**config.mk**
```make
export PLATFORM = sky130hd
export DESIGN_NAME = bilinear_fetch_sequencer_flat
export DESIGN_NICKNAME = d
export VERILOG_FILES = /design/src/rtl/bilin_pkg.sv /design/src/rtl/bilinear_fetch_sequencer_if.sv /design/src/rtl/bilin_coord_gen.sv /design/src/rtl/bilinear_fetch_sequencer.sv /design/src/flat_wrapper.sv
export SDC_FILE = /design/constraint.sdc
export NUM_CORES = 1
export LEC_CHECK = 0
export CORE_UTILIZATION = 55
export DETAILED_ROUTE_END_ITERATION = 12
export DONT_BUFFER_PORTS = 1
export PLACE_DENSITY = 0.7
export SLEW_MARGIN = 10
export SYNTH_ARGS = -nofsm -noshare
export SYNTH_HDL_FRONTEND = slang
export SYNTH_SLANG_ARGS = --single-unit
```
**constraint.sdc**
```tcl
create_clock -name clk -period 26.1 [get_ports clk]
set_clock_uncertainty 0.1 [all_clocks]
set_input_delay 5.22 -clock clk [delete_from_list [all_inputs] [get_ports clk]]
set_output_delay 5.22 -clock clk [all_outputs]
set_load 0.005 [all_outputs]
```
**src/rtl/bilin_pkg.sv**
```systemverilog
// Shared types and constants for the bilinear fetch sequencer.
package bilin_pkg;

  typedef enum logic [1:0] {
    IDLE,
    FETCH,
    LAST,
    EMIT
  } bilin_state_e;

  localparam int unsigned FRAC_W = 8;

  // Neighbour slot indices; also the fetch order k = 0..3.
  localparam logic [1:0] N00 = 2'd0;
  localparam logic [1:0] N10 = 2'd1;
  localparam logic [1:0] N01 = 2'd2;
  localparam logic [1:0] N11 = 2'd3;

endpackage

```
**src/rtl/bilinear_fetch_sequencer_if.sv**
```systemverilog
// Memory read port and interpolator handshake of the bilinear fetch sequencer.
interface bilinear_fetch_sequencer_if #(
  parameter int unsigned ADDR_W = 20
) ();

  logic              mem_rd_en;
  logic [ADDR_W-1:0] mem_addr;
  logic [7:0]        mem_rdata;
  logic              out_valid;
  logic              out_ready;
  logic [7:0]        I00;
  logic [7:0]        I10;
  logic [7:0]        I01;
  logic [7:0]        I11;
  logic [7:0]        alpha;
  logic [7:0]        beta;

  modport master (
    output mem_rd_en, mem_addr,
    input  mem_rdata,
    output out_valid,
    input  out_ready,
    output I00, I10, I01, I11, alpha, beta
  );

  modport slave (
    input  mem_rd_en, mem_addr,
    output mem_rdata,
    input  out_valid,
    output out_ready,
    input  I00, I10, I01, I11, alpha, beta
  );

endinterface

```
**src/rtl/bilin_coord_gen.sv**
```systemverilog
// Destination raster walk: Q8.8 accumulators, dx/dy counters, edge clamp and
// row-major source address generation.
module bilin_coord_gen
  import bilin_pkg::*;
#(
  parameter int unsigned DIM_W  = 10,
  parameter int unsigned ADDR_W = 20
) (
  input  logic              clk,
  input  logic              rst,
  input  logic              load,
  input  logic              advance,
  input  logic [DIM_W-1:0]  src_w,
  input  logic [DIM_W-1:0]  src_h,
  input  logic [DIM_W-1:0]  dst_w,
  input  logic [DIM_W-1:0]  dst_h,
  input  logic [15:0]       step_x,
  input  logic [15:0]       step_y,
  input  logic              sel_x1,
  input  logic              sel_y1,
  output logic [DIM_W-1:0]  x0,
  output logic [DIM_W-1:0]  x1,
  output logic [DIM_W-1:0]  y0,
  output logic [DIM_W-1:0]  y1,
  output logic [7:0]        alpha,
  output logic [7:0]        beta,
  output logic              last_pixel,
  output logic [ADDR_W-1:0] addr
);

  localparam int unsigned AccW  = DIM_W + FRAC_W;
  localparam int unsigned ProdW = 2 * DIM_W;

  logic [DIM_W-1:0] src_w_q, src_w_d, src_h_q, src_h_d;
  logic [DIM_W-1:0] dst_w_q, dst_w_d, dst_h_q, dst_h_d;
  logic [15:0]      step_x_q, step_x_d, step_y_q, step_y_d;
  logic [AccW-1:0]  x_acc_q, x_acc_d, y_acc_q, y_acc_d;
  logic [DIM_W-1:0] dx_q, dx_d, dy_q, dy_d;

  logic [DIM_W-1:0] x_int, y_int, src_w_m1, src_h_m1, dst_w_m1, dst_h_m1;
  logic [DIM_W-1:0] x_sel, y_sel;
  logic [ProdW-1:0] prod;

  assign src_w_m1 = src_w_q - DIM_W'(1);
  assign src_h_m1 = src_h_q - DIM_W'(1);
  assign dst_w_m1 = dst_w_q - DIM_W'(1);
  assign dst_h_m1 = dst_h_q - DIM_W'(1);

  assign x_int = x_acc_q[AccW-1:FRAC_W];
  assign y_int = y_acc_q[AccW-1:FRAC_W];

  // Clamp to the last source column/row; alpha/beta stay as-is since x1 == x0 there.
  assign x0    = (x_int > src_w_m1) ? src_w_m1 : x_int;
  assign x1    = (x0 == src_w_m1) ? x0 : x0 + DIM_W'(1);
  assign y0    = (y_int > src_h_m1) ? src_h_m1 : y_int;
  assign y1    = (y0 == src_h_m1) ? y0 : y0 + DIM_W'(1);
  assign alpha = x_acc_q[FRAC_W-1:0];
  assign beta  = y_acc_q[FRAC_W-1:0];

  assign last_pixel = (dx_q == dst_w_m1) && (dy_q == dst_h_m1);

  assign x_sel = sel_x1 ? x1 : x0;
  assign y_sel = sel_y1 ? y1 : y0;
  assign prod  = ProdW'(y_sel) * ProdW'(src_w_q);
  assign addr  = ADDR_W'(prod + ProdW'(x_sel));

  always_comb begin
    src_w_d  = src_w_q;
    src_h_d  = src_h_q;
    dst_w_d  = dst_w_q;
    dst_h_d  = dst_h_q;
    step_x_d = step_x_q;
    step_y_d = step_y_q;
    x_acc_d  = x_acc_q;
    y_acc_d  = y_acc_q;
    dx_d     = dx_q;
    dy_d     = dy_q;
    if (load) begin
      src_w_d  = src_w;
      src_h_d  = src_h;
      dst_w_d  = dst_w;
      dst_h_d  = dst_h;
      step_x_d = step_x;
      step_y_d = step_y;
      x_acc_d  = '0;
      y_acc_d  = '0;
      dx_d     = '0;
      dy_d     = '0;
    end else if (advance) begin
      if (dx_q == dst_w_m1) begin
        dx_d    = '0;
        x_acc_d = '0;
        dy_d    = dy_q + DIM_W'(1);
        y_acc_d = y_acc_q + AccW'(step_y_q);
      end else begin
        dx_d    = dx_q + DIM_W'(1);
        x_acc_d = x_acc_q + AccW'(step_x_q);
      end
    end
  end

  always_ff @(posedge clk or posedge rst) begin
    if (rst) begin
      src_w_q  <= '0;
      src_h_q  <= '0;
      dst_w_q  <= '0;
      dst_h_q  <= '0;
      step_x_q <= '0;
      step_y_q <= '0;
      x_acc_q  <= '0;
      y_acc_q  <= '0;
      dx_q     <= '0;
      dy_q     <= '0;
    end else begin
      src_w_q  <= src_w_d;
      src_h_q  <= src_h_d;
      dst_w_q  <= dst_w_d;
      dst_h_q  <= dst_h_d;
      step_x_q <= step_x_d;
      step_y_q <= step_y_d;
      x_acc_q  <= x_acc_d;
      y_acc_q  <= y_acc_d;
      dx_q     <= dx_d;
      dy_q     <= dy_d;
    end
  end

endmodule

```
**src/rtl/bilinear_fetch_sequencer.sv**
```systemverilog
// Bilinear scaling front end: fetches four source neighbours per destination pixel.
// Optional perf counters (perf_reads, perf_stall) built when BILIN_PERF_EN is defined.
module bilinear_fetch_sequencer
  import bilin_pkg::*;
#(
  parameter int unsigned DIM_W  = 10,
  parameter int unsigned ADDR_W = 20
) (
  input  logic                        clk,
  input  logic                        rst,
  bilinear_fetch_sequencer_if.master  bus,
  input  logic                        start,
  input  logic [DIM_W-1:0]            src_w,
  input  logic [DIM_W-1:0]            src_h,
  input  logic [DIM_W-1:0]            dst_w,
  input  logic [DIM_W-1:0]            dst_h,
  input  logic [15:0]                 step_x,
  input  logic [15:0]                 step_y,
  output logic                        busy,
  output logic                        done
`ifdef BILIN_PERF_EN
  ,
  output logic [31:0]                 perf_reads,
  output logic [31:0]                 perf_stall
`endif
);

  bilin_state_e state_q, state_d;
  logic [1:0]   k_q, k_d;
  logic [7:0]   nb_q [4];
  logic [7:0]   nb_d [4];
  logic [7:0]   alpha_q, alpha_d, beta_q, beta_d;
  logic         busy_q, busy_d, done_q, done_d;

  logic              start_ok, dims_ok, load, advance;
  logic [DIM_W-1:0]  cg_x0, cg_x1, cg_y0, cg_y1;
  logic [7:0]        cg_alpha, cg_beta;
  logic              cg_last;
  logic [ADDR_W-1:0] cg_addr;

  assign start_ok = (state_q == IDLE) && start;
  assign dims_ok  = (dst_w != '0) && (dst_h != '0);
  assign load     = start_ok && dims_ok;
  assign advance  = (state_q == EMIT) && bus.out_ready;

  bilin_coord_gen #(
    .DIM_W  (DIM_W),
    .ADDR_W (ADDR_W)
  ) u_coord_gen (
    .clk        (clk),
    .rst        (rst),
    .load       (load),
    .advance    (advance),
    .src_w      (src_w),
    .src_h      (src_h),
    .dst_w      (dst_w),
    .dst_h      (dst_h),
    .step_x     (step_x),
    .step_y     (step_y),
    .sel_x1     (k_q[0]),
    .sel_y1     (k_q[1]),
    .x0         (cg_x0),
    .x1         (cg_x1),
    .y0         (cg_y0),
    .y1         (cg_y1),
    .alpha      (cg_alpha),
    .beta       (cg_beta),
    .last_pixel (cg_last),
    .addr       (cg_addr)
  );

  always_comb begin
    state_d = state_q;
    k_d     = k_q;
    nb_d    = nb_q;
    alpha_d = alpha_q;
    beta_d  = beta_q;
    busy_d  = busy_q;
    done_d  = 1'b0;
    unique case (state_q)
      IDLE: begin
        if (start) begin
          if (dims_ok) begin
            state_d = FETCH;
            k_d     = 2'd0;
            busy_d  = 1'b1;
          end else begin
            done_d = 1'b1;
          end
        end
      end
      FETCH: begin
        // Read data trails the address by one cycle, so slot k-1 lands now.
        if (k_q != 2'd0) begin
          nb_d[k_q - 2'd1] = bus.mem_rdata;
        end
        k_d = k_q + 2'd1;
        if (k_q == 2'd3) begin
          state_d = LAST;
        end
      end
      LAST: begin
        nb_d[N11] = bus.mem_rdata;
        alpha_d   = cg_alpha;
        beta_d    = cg_beta;
        state_d   = EMIT;
      end
      EMIT: begin
        if (bus.out_ready) begin
          if (cg_last) begin
            state_d = IDLE;
            busy_d  = 1'b0;
            done_d  = 1'b1;
          end else begin
            state_d = FETCH;
            k_d     = 2'd0;
          end
        end
      end
      default: state_d = IDLE;
    endcase
  end

  always_ff @(posedge clk or posedge rst) begin
    if (rst) begin
      state_q <= IDLE;
      k_q     <= '0;
      nb_q    <= '{default: '0};
      alpha_q <= '0;
      beta_q  <= '0;
      busy_q  <= 1'b0;
      done_q  <= 1'b0;
    end else begin
      state_q <= state_d;
      k_q     <= k_d;
      nb_q    <= nb_d;
      alpha_q <= alpha_d;
      beta_q  <= beta_d;
      busy_q  <= busy_d;
      done_q  <= done_d;
    end
  end

  assign bus.mem_rd_en = (state_q == FETCH);
  assign bus.mem_addr  = (state_q == FETCH) ? cg_addr : '0;
  assign bus.out_valid = (state_q == EMIT);
  assign bus.I00       = nb_q[N00];
  assign bus.I10       = nb_q[N10];
  assign bus.I01       = nb_q[N01];
  assign bus.I11       = nb_q[N11];
  assign bus.alpha     = alpha_q;
  assign bus.beta      = beta_q;
  assign busy          = busy_q;
  assign done          = done_q;

`ifdef BILIN_PERF_EN
  logic [31:0] reads_q, reads_d, stall_q, stall_d;

  always_comb begin
    reads_d = reads_q;
    stall_d = stall_q;
    if (start_ok) begin
      reads_d = '0;
      stall_d = '0;
    end else begin
      if (bus.mem_rd_en && (reads_q != '1)) begin
        reads_d = reads_q + 32'd1;
      end
      if (bus.out_valid && !bus.out_ready && (stall_q != '1)) begin
        stall_d = stall_q + 32'd1;
      end
    end
  end

  always_ff @(posedge clk or posedge rst) begin
    if (rst) begin
      reads_q <= '0;
      stall_q <= '0;
    end else begin
      reads_q <= reads_d;
      stall_q <= stall_d;
    end
  end

  assign perf_reads = reads_q;
  assign perf_stall = stall_q;
`else
  logic unused_coords;
  assign unused_coords = ^{cg_x0, cg_x1, cg_y0, cg_y1};
`endif

endmodule
```
**src/flat_wrapper.sv**
```systemverilog
// flat-port wrapper written by rule: the top's interface ports become plain ports
module bilinear_fetch_sequencer_flat import bilin_pkg::*;
#(
  parameter int unsigned DIM_W  = 10,
  parameter int unsigned ADDR_W = 20
)
  (clk, rst, start, src_w, src_h, dst_w, dst_h, step_x, step_y, busy, done, bus_mem_rd_en, bus_mem_addr, bus_mem_rdata, bus_out_valid, bus_out_ready, bus_I00, bus_I10, bus_I01, bus_I11, bus_alpha, bus_beta);
  bilinear_fetch_sequencer_if #(.ADDR_W(ADDR_W)) bus_i ();
  input  logic clk;
  input  logic rst;
  input  logic start;
  input  logic [DIM_W-1:0] src_w;
  input  logic [DIM_W-1:0] src_h;
  input  logic [DIM_W-1:0] dst_w;
  input  logic [DIM_W-1:0] dst_h;
  input  logic [15:0] step_x;
  input  logic [15:0] step_y;
  output logic busy;
  output logic done;
  output wire logic [$bits(bus_i.mem_rd_en)-1:0] bus_mem_rd_en;
  output wire logic [$bits(bus_i.mem_addr)-1:0] bus_mem_addr;
  input wire logic [$bits(bus_i.mem_rdata)-1:0] bus_mem_rdata;
  output wire logic [$bits(bus_i.out_valid)-1:0] bus_out_valid;
  input wire logic [$bits(bus_i.out_ready)-1:0] bus_out_ready;
  output wire logic [$bits(bus_i.I00)-1:0] bus_I00;
  output wire logic [$bits(bus_i.I10)-1:0] bus_I10;
  output wire logic [$bits(bus_i.I01)-1:0] bus_I01;
  output wire logic [$bits(bus_i.I11)-1:0] bus_I11;
  output wire logic [$bits(bus_i.alpha)-1:0] bus_alpha;
  output wire logic [$bits(bus_i.beta)-1:0] bus_beta;
  assign bus_mem_rd_en = bus_i.mem_rd_en;
  assign bus_mem_addr = bus_i.mem_addr;
  assign bus_i.mem_rdata = bus_mem_rdata;
  assign bus_out_valid = bus_i.out_valid;
  assign bus_i.out_ready = bus_out_ready;
  assign bus_I00 = bus_i.I00;
  assign bus_I10 = bus_i.I10;
  assign bus_I01 = bus_i.I01;
  assign bus_I11 = bus_i.I11;
  assign bus_alpha = bus_i.alpha;
  assign bus_beta = bus_i.beta;
  bilinear_fetch_sequencer #(.DIM_W(DIM_W), .ADDR_W(ADDR_W)) u_core (.clk(clk), .rst(rst), .bus(bus_i), .start(start), .src_w(src_w), .src_h(src_h), .dst_w(dst_w), .dst_h(dst_h), .step_x(step_x), .step_y(step_y), .busy(busy), .done(done));
endmodule
```
**Yosys cells after proc, flatten, opt, wreduce, memory -nomap -nowiden**

Cells that the tools add are included.

- Add/subtract/negate cells: 13
- Multipliers: 1
- $lt $le $gt $ge: 4
- Eq/ne operators: 15
- Mux-type cells: 45
- Bitwise logic cells: 1
- Reduce and logical (&&, ||, !) cells: 21

Operator list:

| kind | number |
|---|---|
| $mux W10 | 12 |
| $mux W18 | 6 |
| $add A10 B1 Y10 const B | 4 |
| $eq A10 B10 Y1 | 4 |
| $sub A10 B1 Y10 const B | 4 |
| $add A18 B16 Y18 | 2 |
| $bwmux W32 | 1 |
| $add A20 B10 Y20 | 1 |
| $gt A10 B10 Y1 | 2 |
| $mul A10 B10 Y20 | 1 |
| $mux W20 | 1 |
| $reduce_bool A10 Y1 | 2 |
| $demux W8 S2 | 1 |
| $mux W2 | 8 |
| $mux W8 | 2 |
| $pmux W8 S2 | 1 |
| $ne A2 B1 Y1 const B | 5 |
| $reduce_and A5 Y1 | 2 |
| $reduce_bool A2 Y1 | 5 |
| $mux W1 | 9 |
| $pmux W2 S4 | 1 |
| $eq A2 B2 Y1 const B | 3 |
| $logic_and A1 B1 Y1 | 6 |
| $pmux W2 S3 | 1 |
| other kinds (12) | 16 |

- Register bits: 182
- Output and inout bits: 72
- Logic and storage cells: 120

**Longest topological paths before layout**

- Depth after elaboration: 9
- Depth in mapped cells: 36
- Depth with buffers taken out: 34

**Modules after synthesis**

Synthesis repeated with hierarchy kept, for this count alone.

- Cells, all modules: 1714
- Area total of the unflattened synthesis: 16064.2 µm²

Modules (own cells, without submodules):

| module | times used | cells each | area each (µm²) | seq. area each (µm²) |
|---|---|---|---|---|
| bilin_coord_gen | 1 | 1531 | 13621.8 | 3203.1 |
| bilinear_fetch_sequencer | 1 | 183 | 2442.3 | 1351.3 |

**Worst setup path after synthesis**

Ideal clock, no wire load.

- Path kind: reg2out
- Start: register u_core.u_coord_gen.src_h_q[3]
- End: output bus_mem_addr[18]
- Arrival: 8.432 ns
- Path slack: 12.348 ns
- Cell stages (with the launch flop): 31
- Path buffers: 1
- Path through: dfrtp_1 > buf_6 > or3_4 > or3_1 > and2_1 > ha_1 > a21oi_1 > o21ai_0 > a2111oi_4 > nor2_1 > o21ai_0 > ha_1 > o311ai_0 > xnor2_1 > o211ai_1 > fa_1 > fa_1 > inv_1 > fa_1 > fa_1 > inv_1 > fa_1 > inv_1 > ha_1 > nor3_1 > o2111ai_1 > and3_1 > o311a_1 > o31ai_1 > a21oi_1 > nor3b_1

- Cells in the longest elaborated chain, start to end: 9
- Elaborated cells on any way between the ends: 10
- Those cells by class: add/sub (3); mul (1); order compare (1); eq/ne (1); mux (4)

RTL lines:

| what | line | RTL |
|---|---|---|
| from (decl) | bilin_coord_gen.sv:34 | `logic [DIM_W-1:0] src_w_q, src_w_d, src_h_q, src_h_d;` |
| from (signal assigned) | bilin_coord_gen.sv:116 | `src_h_q <= src_h_d;` |
| $sub A10 B1 Y10 (*) | bilin_coord_gen.sv:45 | `assign src_h_m1 = src_h_q - DIM_W'(1);` |
| $gt A10 B10 Y1 | bilin_coord_gen.sv:55 | `assign y0 = (y_int > src_h_m1) ? src_h_m1 : y_int;` |
| $mux W10 | bilin_coord_gen.sv:55 |  |
| $add A10 B1 Y10 or $eq A10 B10 Y1 (tied branches) | bilin_coord_gen.sv:56 | `assign y1 = (y0 == src_h_m1) ? y0 : y0 + DIM_W'(1);` |
| $mux W10 | bilin_coord_gen.sv:56 |  |
| $mux W10 (*) | bilin_coord_gen.sv:63 | `assign y_sel = sel_y1 ? y1 : y0;` |
| $mul A10 B10 Y20 (*) | bilin_coord_gen.sv:64 | `assign prod = ProdW'(y_sel) * ProdW'(src_w_q);` |
| $add A20 B10 Y20 (*) | bilin_coord_gen.sv:65 | `assign addr = ADDR_W'(prod + ProdW'(x_sel));` |
| $mux W20 (*) | bilinear_fetch_sequencer.sv:145 | `assign bus.mem_addr = (state_q == FETCH) ? cg_addr : '0;` |
| to (decl) | flat_wrapper.sv:21 | `output wire logic [$bits(bus_i.mem_addr)-1:0] bus_mem_addr;` |

Every way passes the cells marked *; elsewhere a longest branch is shown, timed or not.

**Worst setup path in the final report**

- Start: register u_core.u_coord_gen.src_h_q[0]
- End: output bus_mem_addr[18]

Same word-level chain as after synthesis.

==> summary.md <==
| Metric | Value |
|---|---|
| Mapped cell area | about 0.015 mm2 |
| Final period util | between 50% and 60% |
| Synth Area in Compound Gates | 14.83% |
| Seq cells post-synth | around 180 |
| GP Congestion | 0.9231 |
| Port-buffer cells | 0 |
| Gr usage total | between 20% and 30% |
| Maximum clock insertion buffer count | 2 |
| Gate Count Post-Synth | ~1700 |
| Post-synthesis net count | ~2000 |
| Pwr Total | 0.001574 W |
| Final hold violations | 0 |
| Adder-cell share of the synthesized area | 19.90% |
| Mux share of post-synthesis cell area | under 10% |
| DIE AREA | 0.02884 mm2 |
| Number of global-route vias before repair | 12009 |
| P&R area growth vs syn | 5.605% |
| CP max stage delay | between 700 and 800 ps |
| Pleak | a little under 8 nW |
| Post-Synth XOR/XNOR Area | 6.462% |
| Starting Density | approximately 56% |
| Max FO, Critical Path | 24 |
| CP most frequent cell | fa_1 |
| Critical path launch point type | flop |
| Register area share after synthesis | between 20 and 30% |
| First-pass GRT wire length | just over 60 mm |
| Max cap viols | 0 |
| RSZ-0062 raised after global routing | false |
| Sum Neg Setup Slack | 0 ps |
| Final WL | between 30 and 40 mm |
| CP top delay family | adder cells |
| Register area | 0.004554 mm2 |
| Syn Area/Cell | approximately 9 um2 |
| Fin util | about three fifths |
| Die Height | ~170 um |
| Via density | between 5 and 6 |
| Slew headroom | approximately 31% |
| NumNets Final | 1973 |
| Simple-gate portion of the synthesized area | 18.75% |
| Maximum number of pins on one net before global-route repair | 90 |
| Hold buffers post-CTS | 0 |
| Avg WL per Cell | ~18 um |
| CP max stage cell | xnor2_1 |
| Final min period | 15320 ps |
| Io pins | between 150 and 200 |
| Library cells used by synthesis | between 80 and 90 |
| WP data arrival | roughly 10000 ps |
| Slew @ Worst Pin | approximately 1000 ps |
| Post-CTS Setup Inserts | 0 |
| Post-DRT Antenna Nets | 0 |
| Number of gates resized after CTS | 0 |
| Setup Crit Path Kind | flop to primary output |
| Worst-Skew Late Latency | around 440 ps |
| Main combinational cell family by area after synthesis | adder cells |
| DRC Markers | 0 |
| Top FF cell, synth | dfrtp_1 |
| Remaining Overflow, GRT | 0 |
| Hold Crit Class | flop to flop |
| Root buf cell | clkbuf_16 |
| CTS Buf Count | 17 |
| Ys async rst share | 100.0% |
| Final setup vio count | 0 |
| WP buf/inv | 5 |
| Final Max Slew Viols | 0 |
| FMAX | around 65 MHz |
| H-tree levels | 4 |
| Vias | 12342 |
| Initial antenna violation count | 1 |
| VDD IR max | around 53 uV |
| Clk sink count | 182 |
| Horiz. Die Dim | ~170 um |
| Core Region | about 0.028 mm2 |
| Row count | 61 |
| Layout cells sized above 1 | about 7.7% |
| Number of synthesized flops with an enable pin | 0 |
| Clock Pin Slew Worst Setup and Hold Paths | 70 ps |
| Area occupied by multi-input gates | between 0.01 and 0.015 mm2 |
| Syn. warnings | 0 |
| Iter 0 DRT Violations | just under 800 |
| CTS tree | done |
| Fill cells | 2448 |
| TritonRoute pass-1 iters | 7 |
| Status | completed |
| CP Capture Type | primary output |
| HPWL after detailed placement | between 20 and 30 mm |
| CP required | 20780 ps |
| PwrDens | about 96 mW/mm2 |
final cells by class:
| class | instances | share of cell area (%) |
|---|---|---|
| multi-input combinational | 1326 | 61.87 |
| sequential | 182 | 27.84 |
| inverter | 147 | 3.403 |
| tap | 378 | 2.891 |
| clock buffer | 20 | 2.730 |
| clock inverter | 9 | 0.6425 |
| timing repair buffer | 13 | 0.5966 |
| antenna | 2 | 0.03059 |
sequential cells by signal, indices dropped and copies added, names as in the netlist, 2 cells and up:
register	flops
u_core.bus.I00	8
u_core.bus.I01	8
u_core.bus.I10	8
u_core.bus.I11	8
u_core.bus.alpha	8
u_core.bus.beta	8
u_core.k_q	2
u_core.state_q	2
u_core.u_coord_gen.dst_h_q	10
u_core.u_coord_gen.dst_w_q	10
u_core.u_coord_gen.dx_q	10
u_core.u_coord_gen.dy_q	10
u_core.u_coord_gen.src_h_q	10
u_core.u_coord_gen.src_w_q	10
u_core.u_coord_gen.step_x_q	16
u_core.u_coord_gen.step_y_q	16
u_core.u_coord_gen.x_acc_q	18
u_core.u_coord_gen.y_acc_q	18
worst reg2reg max path: cells and delay by family, from the launching register on:
| family | cells | cell delay, ps |
|---|---|---|
| AO/OA/AOI/OAI | 2 | 310 |
| buffers and inverters | 1 | 90 |
| flip-flops | 1 | 430 |
| AND/OR/NAND/NOR | 5 | 2930 |
| adder cells (fa/ha/maj) | 1 | 190 |
per-layer routing:
metal / track usage (%) / up-vias / share of wire [%]
li1: - / 5909 / -
met1: 36.38 / 6000 / 44
met2: 45.01 / 370 / 48
met3: 4.279 / 63 / 4.8
met4: 11.05 / 0 / 2.8
met5: 0 / - / 0
placed cells by master (no fill, tap or decap), drive strengths merged, types with 22 or more instances in the layout:
| cell | n |
|---|---|
| and3 | 22 |
| dfrtp | 182 |
| ha | 128 |
| a21o | 29 |
| or3 | 23 |
| xor2 | 37 |
| xnor2 | 67 |
| o21ai | 70 |
| nor2 | 76 |
| inv | 147 |
| a21oi | 93 |
| and2 | 22 |
| nor3 | 33 |
| nand3 | 44 |
| mux2 | 59 |
| nand2 | 291 |
| fa | 74 |
synth_stat cells (10+ instances only):
library cell	n	area, um2
nor4_1	15	93.84
inv_1	147	551.8
dfrtp_1	182	4554
fa_1	74	1481
a31oi_1	11	68.82
clkbuf_1	43	161.4
a21oi_1	91	455.4
nand4_1	13	81.33
or3_1	22	137.6
nand2_1	291	1092
o211ai_1	14	105.1
and2_1	22	137.6
mux2_2	58	653.1
o21a_1	10	75.07
a211oi_1	10	75.07
nand3_1	44	220.2
xnor2_1	67	586.8
nor2_1	76	285.3
ha_1	128	1602
mux2i_1	14	140.1
xor2_1	37	324.1
a21o_1	29	217.7
and3_1	22	137.6
a22o_1	19	166.4
nor3_1	32	160.2
o21ai_0	67	335.3
nand2b_1	15	93.84
nor2b_1	10	62.56
logic make-up (layout without fill, tap and decap cells):
family	count (synthesis)	count (layout)
DFF	182	182
other	0	2
buffers and inverters	212	189
and+or+nand+nor	607	607
muxes	73	73
AOI/OAI and AO/OA	336	336
adders and majority gates	202	202
xor gates and xnor gates	108	108
per-stage QoR:
step                      std cells  hold WS, ps  setup slack, ps  area (um2)
after detailed placement       2046        370.1            11370       15800
after global placement         2046        371.4            11610       15800
after global routing           2076        419.3             9991       16360
after CTS                      2075        387.8            10850       16350
after floorplan                1720        352.3            12350       15490
final                          2077        382.2            10780       16360
path summary, 6_finish.rpt:
path,depth (start not counted),to,from,slack (ps)
max,31,bus_mem_addr[18],u_core.u_coord_gen.src_h_q[0]$_DFFE_PP0P_,10780
min,2,u_core.u_coord_gen.step_y_q[4]$_DFFE_PP0P_,u_core.u_coord_gen.step_y_q[4]$_DFFE_PP0P_,380
max reg2reg,9,u_core.u_coord_gen.y_acc_q[17]$_DFFE_PP0P_,u_core.u_coord_gen.dst_w_q[0]$_DFFE_PP0P_,21950
min reg2reg,2,u_core.u_coord_gen.step_y_q[4]$_DFFE_PP0P_,u_core.u_coord_gen.step_y_q[4]$_DFFE_PP0P_,380
max in group asynchronous,3,u_core.u_coord_gen.y_acc_q[1]$_DFFE_PP0P_,rst,19500
min in group asynchronous,1,u_core.u_coord_gen.dst_w_q[8]$_DFFE_PP0P_,rst,4650
power breakdown:
part / switching (W) / internal, W / total (W)
Combinational: 0.000470 / 0.000335 / 0.000805
Clock: 0.000109 / 0.000142 / 0.000250
Sequential: 0.000135 / 0.000384 / 0.000518
(Power assumes the default switching activity.)
